[config.mk]
export PLATFORM = sky130hd
export DESIGN_NAME = i2c_target_regs
export DESIGN_NICKNAME = d
export VERILOG_FILES = /design/src/rtl/i2c_target_regs.sv
export SDC_FILE = /design/constraint.sdc
export NUM_CORES = 1
export LEC_CHECK = 0
export BUFFER_PORTS_ARGS = -buffer_cell sky130_fd_sc_hd__buf_2
export CORE_ASPECT_RATIO = 0.6
export CORE_MARGIN = 3
export CORE_UTILIZATION = 57
export CTS_CLUSTER_DIAMETER = 120
export CTS_CLUSTER_SIZE = 14
export DETAILED_ROUTE_END_ITERATION = 6
export MAX_ROUTING_LAYER = met4
export PLACE_DENSITY = 0.87
export SLEW_MARGIN = 20
export SYNTH_ARGS = -nofsm -noshare
export SYNTH_HDL_FRONTEND = slang
export SYNTH_SLANG_ARGS = --single-unit
[constraint.sdc]
create_clock -name clk_clk -period 2.8 [get_ports clk_clk]
set_clock_uncertainty 0.15 [all_clocks]
set_input_delay 0.56 -clock clk_clk [delete_from_list [all_inputs] [get_ports clk_clk]]
set_output_delay 0.56 -clock clk_clk [all_outputs]
set_load 0.02 [all_outputs]
[src/rtl/i2c_target_regs.sv]
// I2C target exposing a 2**AW byte register bank at one 7-bit address.
// Pointer-then-data addressing with auto-increment; open-drain pin style.
module i2c_target_regs #(
  parameter logic [6:0]  I2C_ADDR    = 7'h42,
  parameter int unsigned AW          = 3,
  parameter int unsigned SYNC_STAGES = 2
) (
  input  logic                    clk_clk,
  input  logic                    reset_reset_n,
  input  logic                    i2c_sda_in,
  input  logic                    i2c_scl_in,
  output logic                    i2c_sda_oe,
  output logic                    i2c_scl_oe,
  output logic [8*(2**AW)-1:0]    regs_export,
  output logic                    wr_strobe,
  output logic [AW-1:0]           wr_index,
  output logic                    busy
);

  localparam int unsigned NREGS  = 2**AW;
  localparam logic [AW-1:0] PTR_ONE = AW'(1);

  typedef enum logic [3:0] {
    S_IDLE,
    S_ADDR,
    S_ACK_A,
    S_PTR,
    S_ACK_P,
    S_WR,
    S_ACK_W,
    S_RD,
    S_MACK
  } state_t;

  state_t                 state;
  logic [SYNC_STAGES-1:0] scl_sync;
  logic [SYNC_STAGES-1:0] sda_sync;
  logic                   scl_d;
  logic                   sda_d;
  logic                   scl_s;
  logic                   sda_s;
  logic                   scl_rise;
  logic                   scl_fall;
  logic                   start_ev;
  logic                   stop_ev;
  logic [7:0]             rx_sr;
  logic [7:0]             rx_byte;
  logic [7:0]             tx_sr;
  logic [3:0]             bitcnt;
  logic                   rw;
  logic                   mack_ack;
  logic [AW-1:0]          ptr;
  logic [7:0]             regs [NREGS];

  assign i2c_scl_oe = 1'b0;

  // Synchronizers reset to 1 so an idle bus produces no spurious edges.
  always_ff @(posedge clk_clk or negedge reset_reset_n) begin
    if (!reset_reset_n) begin
      scl_sync <= '1;
      sda_sync <= '1;
      scl_d    <= 1'b1;
      sda_d    <= 1'b1;
    end else begin
      scl_sync <= {scl_sync[SYNC_STAGES-2:0], i2c_scl_in};
      sda_sync <= {sda_sync[SYNC_STAGES-2:0], i2c_sda_in};
      scl_d    <= scl_sync[SYNC_STAGES-1];
      sda_d    <= sda_sync[SYNC_STAGES-1];
    end
  end

  always_comb begin
    scl_s    = scl_sync[SYNC_STAGES-1];
    sda_s    = sda_sync[SYNC_STAGES-1];
    scl_rise = scl_s & ~scl_d;
    scl_fall = ~scl_s & scl_d;
    start_ev = scl_s & scl_d & sda_d & ~sda_s;
    stop_ev  = scl_s & scl_d & ~sda_d & sda_s;
    rx_byte  = {rx_sr[6:0], sda_s};
  end

  always_comb begin
    regs_export = '0;
    for (int unsigned i = 0; i < NREGS; i++) begin
      regs_export[8*i +: 8] = regs[i];
    end
  end

  always_ff @(posedge clk_clk or negedge reset_reset_n) begin
    if (!reset_reset_n) begin
      state      <= S_IDLE;
      i2c_sda_oe <= 1'b0;
      wr_strobe  <= 1'b0;
      wr_index   <= '0;
      busy       <= 1'b0;
      rx_sr      <= '0;
      tx_sr      <= '0;
      bitcnt     <= '0;
      rw         <= 1'b0;
      mack_ack   <= 1'b0;
      ptr        <= '0;
      for (int unsigned i = 0; i < NREGS; i++) begin
        regs[i] <= '0;
      end
    end else begin
      wr_strobe <= 1'b0;
      if (start_ev) begin
        state      <= S_ADDR;
        bitcnt     <= '0;
        i2c_sda_oe <= 1'b0;
        busy       <= 1'b0;
      end else if (stop_ev) begin
        state      <= S_IDLE;
        i2c_sda_oe <= 1'b0;
        busy       <= 1'b0;
      end else begin
        case (state)
          S_IDLE: ;
          // The three receive states share bit shifting; they differ only in
          // what the completed byte does and which ACK state follows.
          S_ADDR, S_PTR, S_WR: begin
            if (scl_rise && bitcnt != 4'd8) begin
              rx_sr  <= rx_byte;
              bitcnt <= bitcnt + 4'd1;
              if (bitcnt == 4'd7) begin
                case (state)
                  S_ADDR: begin
                    if (rx_byte[7:1] == I2C_ADDR) rw <= rx_byte[0];
                    else                          state <= S_IDLE;
                  end
                  S_PTR: ptr <= rx_byte[AW-1:0];
                  default: begin
                    regs[ptr] <= rx_byte;
                    wr_strobe <= 1'b1;
                    wr_index  <= ptr;
                    ptr       <= ptr + PTR_ONE;
                  end
                endcase
              end
            end else if (scl_fall && bitcnt == 4'd8) begin
              i2c_sda_oe <= 1'b1;
              if (state == S_ADDR) begin
                state <= S_ACK_A;
                busy  <= 1'b1;
              end else if (state == S_PTR) begin
                state <= S_ACK_P;
              end else begin
                state <= S_ACK_W;
              end
            end
          end
          S_ACK_A, S_ACK_P, S_ACK_W: begin
            if (scl_fall) begin
              bitcnt <= '0;
              if (state == S_ACK_A && rw) begin
                tx_sr      <= regs[ptr];
                i2c_sda_oe <= ~regs[ptr][7];
                bitcnt     <= 4'd1;
                state      <= S_RD;
              end else begin
                i2c_sda_oe <= 1'b0;
                state      <= (state == S_ACK_A) ? S_PTR : S_WR;
              end
            end
          end
          S_RD: begin
            if (scl_fall) begin
              if (bitcnt == 4'd8) begin
                i2c_sda_oe <= 1'b0;
                mack_ack   <= 1'b0;
                state      <= S_MACK;
              end else begin
                tx_sr      <= {tx_sr[6:0], 1'b0};
                i2c_sda_oe <= ~tx_sr[6];
                bitcnt     <= bitcnt + 4'd1;
              end
            end
          end
          S_MACK: begin
            if (scl_rise) begin
              if (!sda_s) begin
                ptr      <= ptr + PTR_ONE;
                mack_ack <= 1'b1;
              end else begin
                state <= S_IDLE;
              end
            end else if (scl_fall && mack_ack) begin
              tx_sr      <= regs[ptr];
              i2c_sda_oe <= ~regs[ptr][7];
              bitcnt     <= 4'd1;
              state      <= S_RD;
            end
          end
          default: state <= S_IDLE;
        endcase
      end
    end
  end

endmodule

After elaboration in Yosys (flattened, before gate mapping)
Index checks and enable logic that the tools add are counted.
W data, S select, Z words.
{"block": "op_classes", "bitwise_logic": 17, "add_sub_neg": 2, "n_reduce_logical": 27, "mux": 75, "n_shift": 0, "n_eq_ne": 46, "magnitude_cmp": 2, "n_div": 0, "multipliers": 0}
{"op": "$mux W4", "n": 21}
{"op": "$bwmux W64", "n": 1}
{"op": "$mux W7", "n": 6}
{"op": "$ne A4 B4 Y1 const B", "n": 8}
{"op": "$ne A5 B5 Y1 const B", "n": 6}
{"op": "$mux W1", "n": 27}
{"op": "$ne A2 B2 Y1 const B", "n": 13}
{"op": "$bmux W8 S3", "n": 1}
{"op": "$demux W8 S3", "n": 1}
{"op": "$mux W8", "n": 3}
{"op": "$ne A3 B3 Y1 const B", "n": 8}
{"op": "$mux W3", "n": 7}
{"op": "$pmux W7 S3", "n": 1}
{"op": "$reduce_and A7 Y1", "n": 3}
{"op": "$eq A4 B3 Y1 const B", "n": 5}
{"op": "$pmux W4 S5", "n": 1}
{"op": "$pmux W4 S4", "n": 1}
{"op": "$reduce_and A8 Y1", "n": 2}
{"op": "$pmux W3 S2", "n": 2}
{"op": "$reduce_bool A3 Y1", "n": 4}
{"op": "$reduce_and A10 Y1", "n": 1}
{"op": "$not A1 Y1", "n": 9}
{"op": "$reduce_and A9 Y1", "n": 1}
{"op": "$eq A4 B2 Y1 const B", "n": 2}
{"op": "21 further kinds", "n": 35}
{"block": "word_totals", "memories": 0, "ff_bits": 103, "mem_bits_rw": 0, "elab_cells": 192, "out_inout_bits": 71, "romBits": 0, "latch_bits": 0}

Longest topological paths before layout
{"block": "depth", "word_depth": 10, "ltp_mapped": 8, "mapped_depth_nobuf": 7}

Least setup slack after synthesis
Ideal clock, no wire load.
{"block": "synth_path", "kind": "reg2reg", "start": "register bitcnt[0]", "end": "register tx_sr[2]", "period_less_slack_ns": 2.392, "setup_time_ns": 0.125, "arrival_time_ns": 2.117, "stages_incl_launch_ff": 9, "path_buffers": 1, "required_time_ns": 2.525, "setup_slack_ns": 0.408, "cell_sequence": "dfrtp_1 inv_1 ha_1 nand3b_1 nor2_1 a221o_1 or4_4 buf_6 mux2_4"}
{"block": "synth_via", "elab_chain_len": 3}
{"element": "start, declared", "line": "49", "text": "logic [3:0] bitcnt;"}
{"element": "start signal, assigned", "line": "124", "text": "bitcnt <= bitcnt + 4'd1;"}
{"element": "start signal, assigned", "line": "175", "text": "bitcnt <= bitcnt + 4'd1;"}
{"element": "$eq A4 B4 Y1", "line": "168", "text": "if (bitcnt == 4'd8) begin"}
{"element": "$ne A2 B2 Y1 (no line)"}
{"element": "$reduce_and A9 Y1 (no line)"}
{"element": "end signal, assigned", "line": "156", "text": "tx_sr <= regs[ptr];"}
{"element": "end signal, assigned", "line": "173", "text": "tx_sr <= {tx_sr[6:0], 1'b0};"}
{"element": "end signal, assigned", "line": "188", "text": "tx_sr <= regs[ptr];"}
{"element": "end, declared", "line": "48", "text": "logic [7:0] tx_sr;"}
No other way between the ends.
A chain may end at the register's enable or synchronous reset.

Worst setup path after layout
{"block": "layout_path", "start": "register state[2]", "end": "register tx_sr[6]"}
{"block": "layout_via", "elab_chain_len": 4}
{"element": "start, declared", "line": "35", "text": "state_t state;"}
{"element": "start signal, assigned", "line": "162", "text": "state <= (state == S_ACK_A) ? S_PTR : S_WR;"}
{"element": "$eq A4 B2 Y1 / $eq A4 B3 Y1 (equally long branches)", "line": "117, 155"}
{"element": "$reduce_or A3 Y1 / $logic_and A1 B1 Y1 (equally long branches)", "line": "117, 155"}
{"element": "$ne A2 B2 Y1 (no line) / $reduce_bool A3 Y1 (equally long branches)"}
{"element": "$reduce_and A9 Y1 (no line)"}
Several ways; a longest one is shown, not always the timed one.

==> metrics.yaml <==
critPathLaunchType: "register"
grt_pass1_wl_um: 22600
dr.pass1.iters: 5
required_ns: 2.88
tritoncts: "yes"
hold_end: "scl_sync[0]"
crit_fanout: 14
initial_core_util: 0.596
wl_per_cell_um: 22.9
synth_warnings: 0
synthCells: 422
cellLeakagePower_nw: 3.10
hold_class: "in -> reg"
fmax_mhz: 382
cts-root-buf: "clkbuf_16"
gp_congestion: 1.04
core_um2: 8650
drv_cap: 0
dieWidth_um: 129
async_flop_share: 1.00
powerDensity_nw_per_um2: 544
rows: 26
synth_nets: 429
synth_area_per_cell_um2: 12.2
antenna_found_initial: 0
drt-initial-drc-count: 492
maxSlewViolCount: 0
drive_gt1_frac: 0.437
grt_use_total: 0.305
ant_nets: 0
outcome: "complete, no violations"
synth_edf_count: 0
period_share: 0.934
wl_um: 14200
via_per_inst: 6.42
placed_cells: 603
worstReg2RegEnd: "tx_sr[6]"
dieArea_um2: 10300
diodes: 0
numPortBuffers: 73
hpwl_um: 9820
path_clk_slew_ns: 0.07
ir_drop_uv: 349
timing.hold.ws_ns: 0.154
grt_max_degree: 75
vias: 3978
regToRegSetupSlack_ns: 0.19
ys_seq_elements: 103
fin_nets: 510
worstReg2RegStart: "state[2]"
yosys.area.top_type_share: 0.471
tightest_slew_ns: 0.750
synth-main-ff-cell: "dfrtp_1"
worstHoldPathCells: 1
drcViolationCount: 0
grt_pass1_vias: 3914
clkLatencyLatePin_ns: 0.35
finalSetupViolations: 0
clkSinkCount: 103
rsz0062_at_grt: "false"
fin_crit_ns: 2.61
overflow: 0
syn_area_um2: 5150
ff2ff_path_depth: 4
yosysTopAreaCell: "dfrtp_1"
cp.arrival_ns: 2.70
worstSetupEndpointType: "register"
crit_type: "reg -> reg"
yosysUniqueCellTypes: 59
ios: 75
synthTopCellsByArea: "dfrtp_1 47%, mux2_2 16%, mux4_2 5.2%"
clk_path_buf_depth: 2
cts.repair.resized: 0
finalHoldViolations: 0
cts_buffers: 9
fin_cells: 620
die_h_um: 79.7
areaGrowthSynthToFinish_pct: 17.3
hp-start: "i2c_scl_in"
seq_area_frac_synth: 0.502
relSlewSlack: 0.494
tns_ns: 0
htree_levels: 3
## how the worst max path moves through the flow
stage / startpoint / slack (ns) / end / cells past startpoint
after floorplan: bitcnt[0] / 0.41 / tx_sr[2] / 8
after global placement: state[2] / 0.27 / tx_sr[4] / 4
after detailed placement: state[2] / 0.23 / tx_sr[4] / 4
after CTS: state[2] / 0.22 / tx_sr[6] / 4
after global routing: state[2] / 0.16 / tx_sr[6] / 4
final: state[2] / 0.19 / tx_sr[6] / 4
## sequential cells by signal (all words and copies together) (netlist names), 2 cells and up
register     count
ptr              3
rx_sr            7
wr_index         3
bitcnt           4
state            4
regs_export     64
tx_sr            7
sda_sync         2
scl_sync         2
## metrics by stage
step                area [um^2]  worst slack, ns   util  power [mW]
global route               6050            0.164  0.699        3.42
global placement           5740            0.275  0.664        2.03
CTS                        6050            0.221  0.699        3.29
floorplan                  5150            0.408      -        1.89
finish                     6050            0.186  0.699        3.29
detailed placement         5740            0.229  0.664        2.03
## per-layer routing
metal / wire (um) / GRT usage
met3: 1580 / 0.0849
met2: 5970 / 0.414
met5: 0 / -
met1: 6410 / 0.448
met4: 272 / 0.0891
## placed cells by master (no fill, tap or decap), types with 2 or more instances in the layout
master	count
nand2_1	22
and2_1	3
buf_2	72
nor3_1	8
o311ai_0	3
nor2_1	16
mux2i_1	12
mux2_2	75
buf_4	24
clkbuf_16	9
clkinv_2	2
nand3_1	7
inv_1	9
and4_1	2
dfrtp_1	97
buf_12	2
ha_1	3
a21oi_1	17
o211ai_1	4
a21o_1	2
and3_1	3
a31oi_1	4
inv_6	3
nand2b_1	5
a211oi_1	3
nor2b_1	12
mux2_4	5
nand4_1	3
nand4b_1	2
o21ai_0	16
nor3_2	2
or2_2	4
mux4_2	12
dfstp_2	6
o31ai_1	3
and3b_1	4
a221oi_1	5
## cells by family (layout without fill, tap and decap cells)
family / count (synthesis) / count (layout) / synth area share
xor gates and xnor gates: 1 / 1 / 0.00170
adders and majority gates: 4 / 4 / 0.00947
DFF: 103 / 103 / 0.502
other: 1 / 1 / 0.000728
and+or+nand+nor: 103 / 103 / 0.114
muxes: 104 / 104 / 0.254
buffers and inverters: 40 / 126 / 0.0342
AOI/OAI and AO/OA: 66 / 66 / 0.0845
## cell usage after synthesis (2+ instances only)
| library cell | number |
|---|---|
| ha_1 | 3 |
| nand4_1 | 3 |
| and3_1 | 3 |
| nor3_1 | 8 |
| o31ai_1 | 3 |
| nand2b_1 | 5 |
| nand4b_1 | 2 |
| o211ai_1 | 4 |
| buf_2 | 4 |
| mux2_2 | 75 |
| buf_6 | 2 |
| nand2_1 | 22 |
| mux2_4 | 5 |
| and2_1 | 3 |
| a221oi_1 | 5 |
| clkbuf_1 | 22 |
| nor2_1 | 16 |
| dfstp_2 | 6 |
| or2_2 | 4 |
| and3b_1 | 4 |
| a31oi_1 | 4 |
| nor2b_1 | 12 |
| mux2i_1 | 12 |
| o311ai_0 | 3 |
| nor3_2 | 2 |
| a211oi_1 | 3 |
| a21o_1 | 2 |
| dfrtp_1 | 97 |
| and4_1 | 2 |
| o21ai_0 | 16 |
| a21oi_1 | 17 |
| mux4_2 | 12 |
| inv_1 | 9 |
| nand3_1 | 7 |
## layout make-up
type / instances / area [um^2]
Fill cell: 583 / 2610
Sequential cell: 103 / 2580
Multi-Input combinational cell: 279 / 2390
Timing Repair Buffer: 99 / 591
Clock buffer: 10 / 229
Tap cell: 112 / 140
Clock inverter: 6 / 66.3
Inverter: 11 / 43.8
## where the power goes
part / internal, mW / switching, mW / total, mW
clock: 0.700 / 0.567 / 1.27
combinational: 0.149 / 0.243 / 0.392
sequential: 1.54 / 0.0944 / 1.63
## worst max-delay path, stage by stage (launching register included)
cell and delay (ns):
dfrtp_1 0.52, or4b_1 0.62, o211a_1 0.22, or4_4 0.65
mux2_4 0.34
## what timing repair did
item | CTS | global route
buffers inserted | 0 | 0
hold endpoints to repair | 4 | 0
hold buffers | 1 | 0
Power figures use the tool's default switching activity.
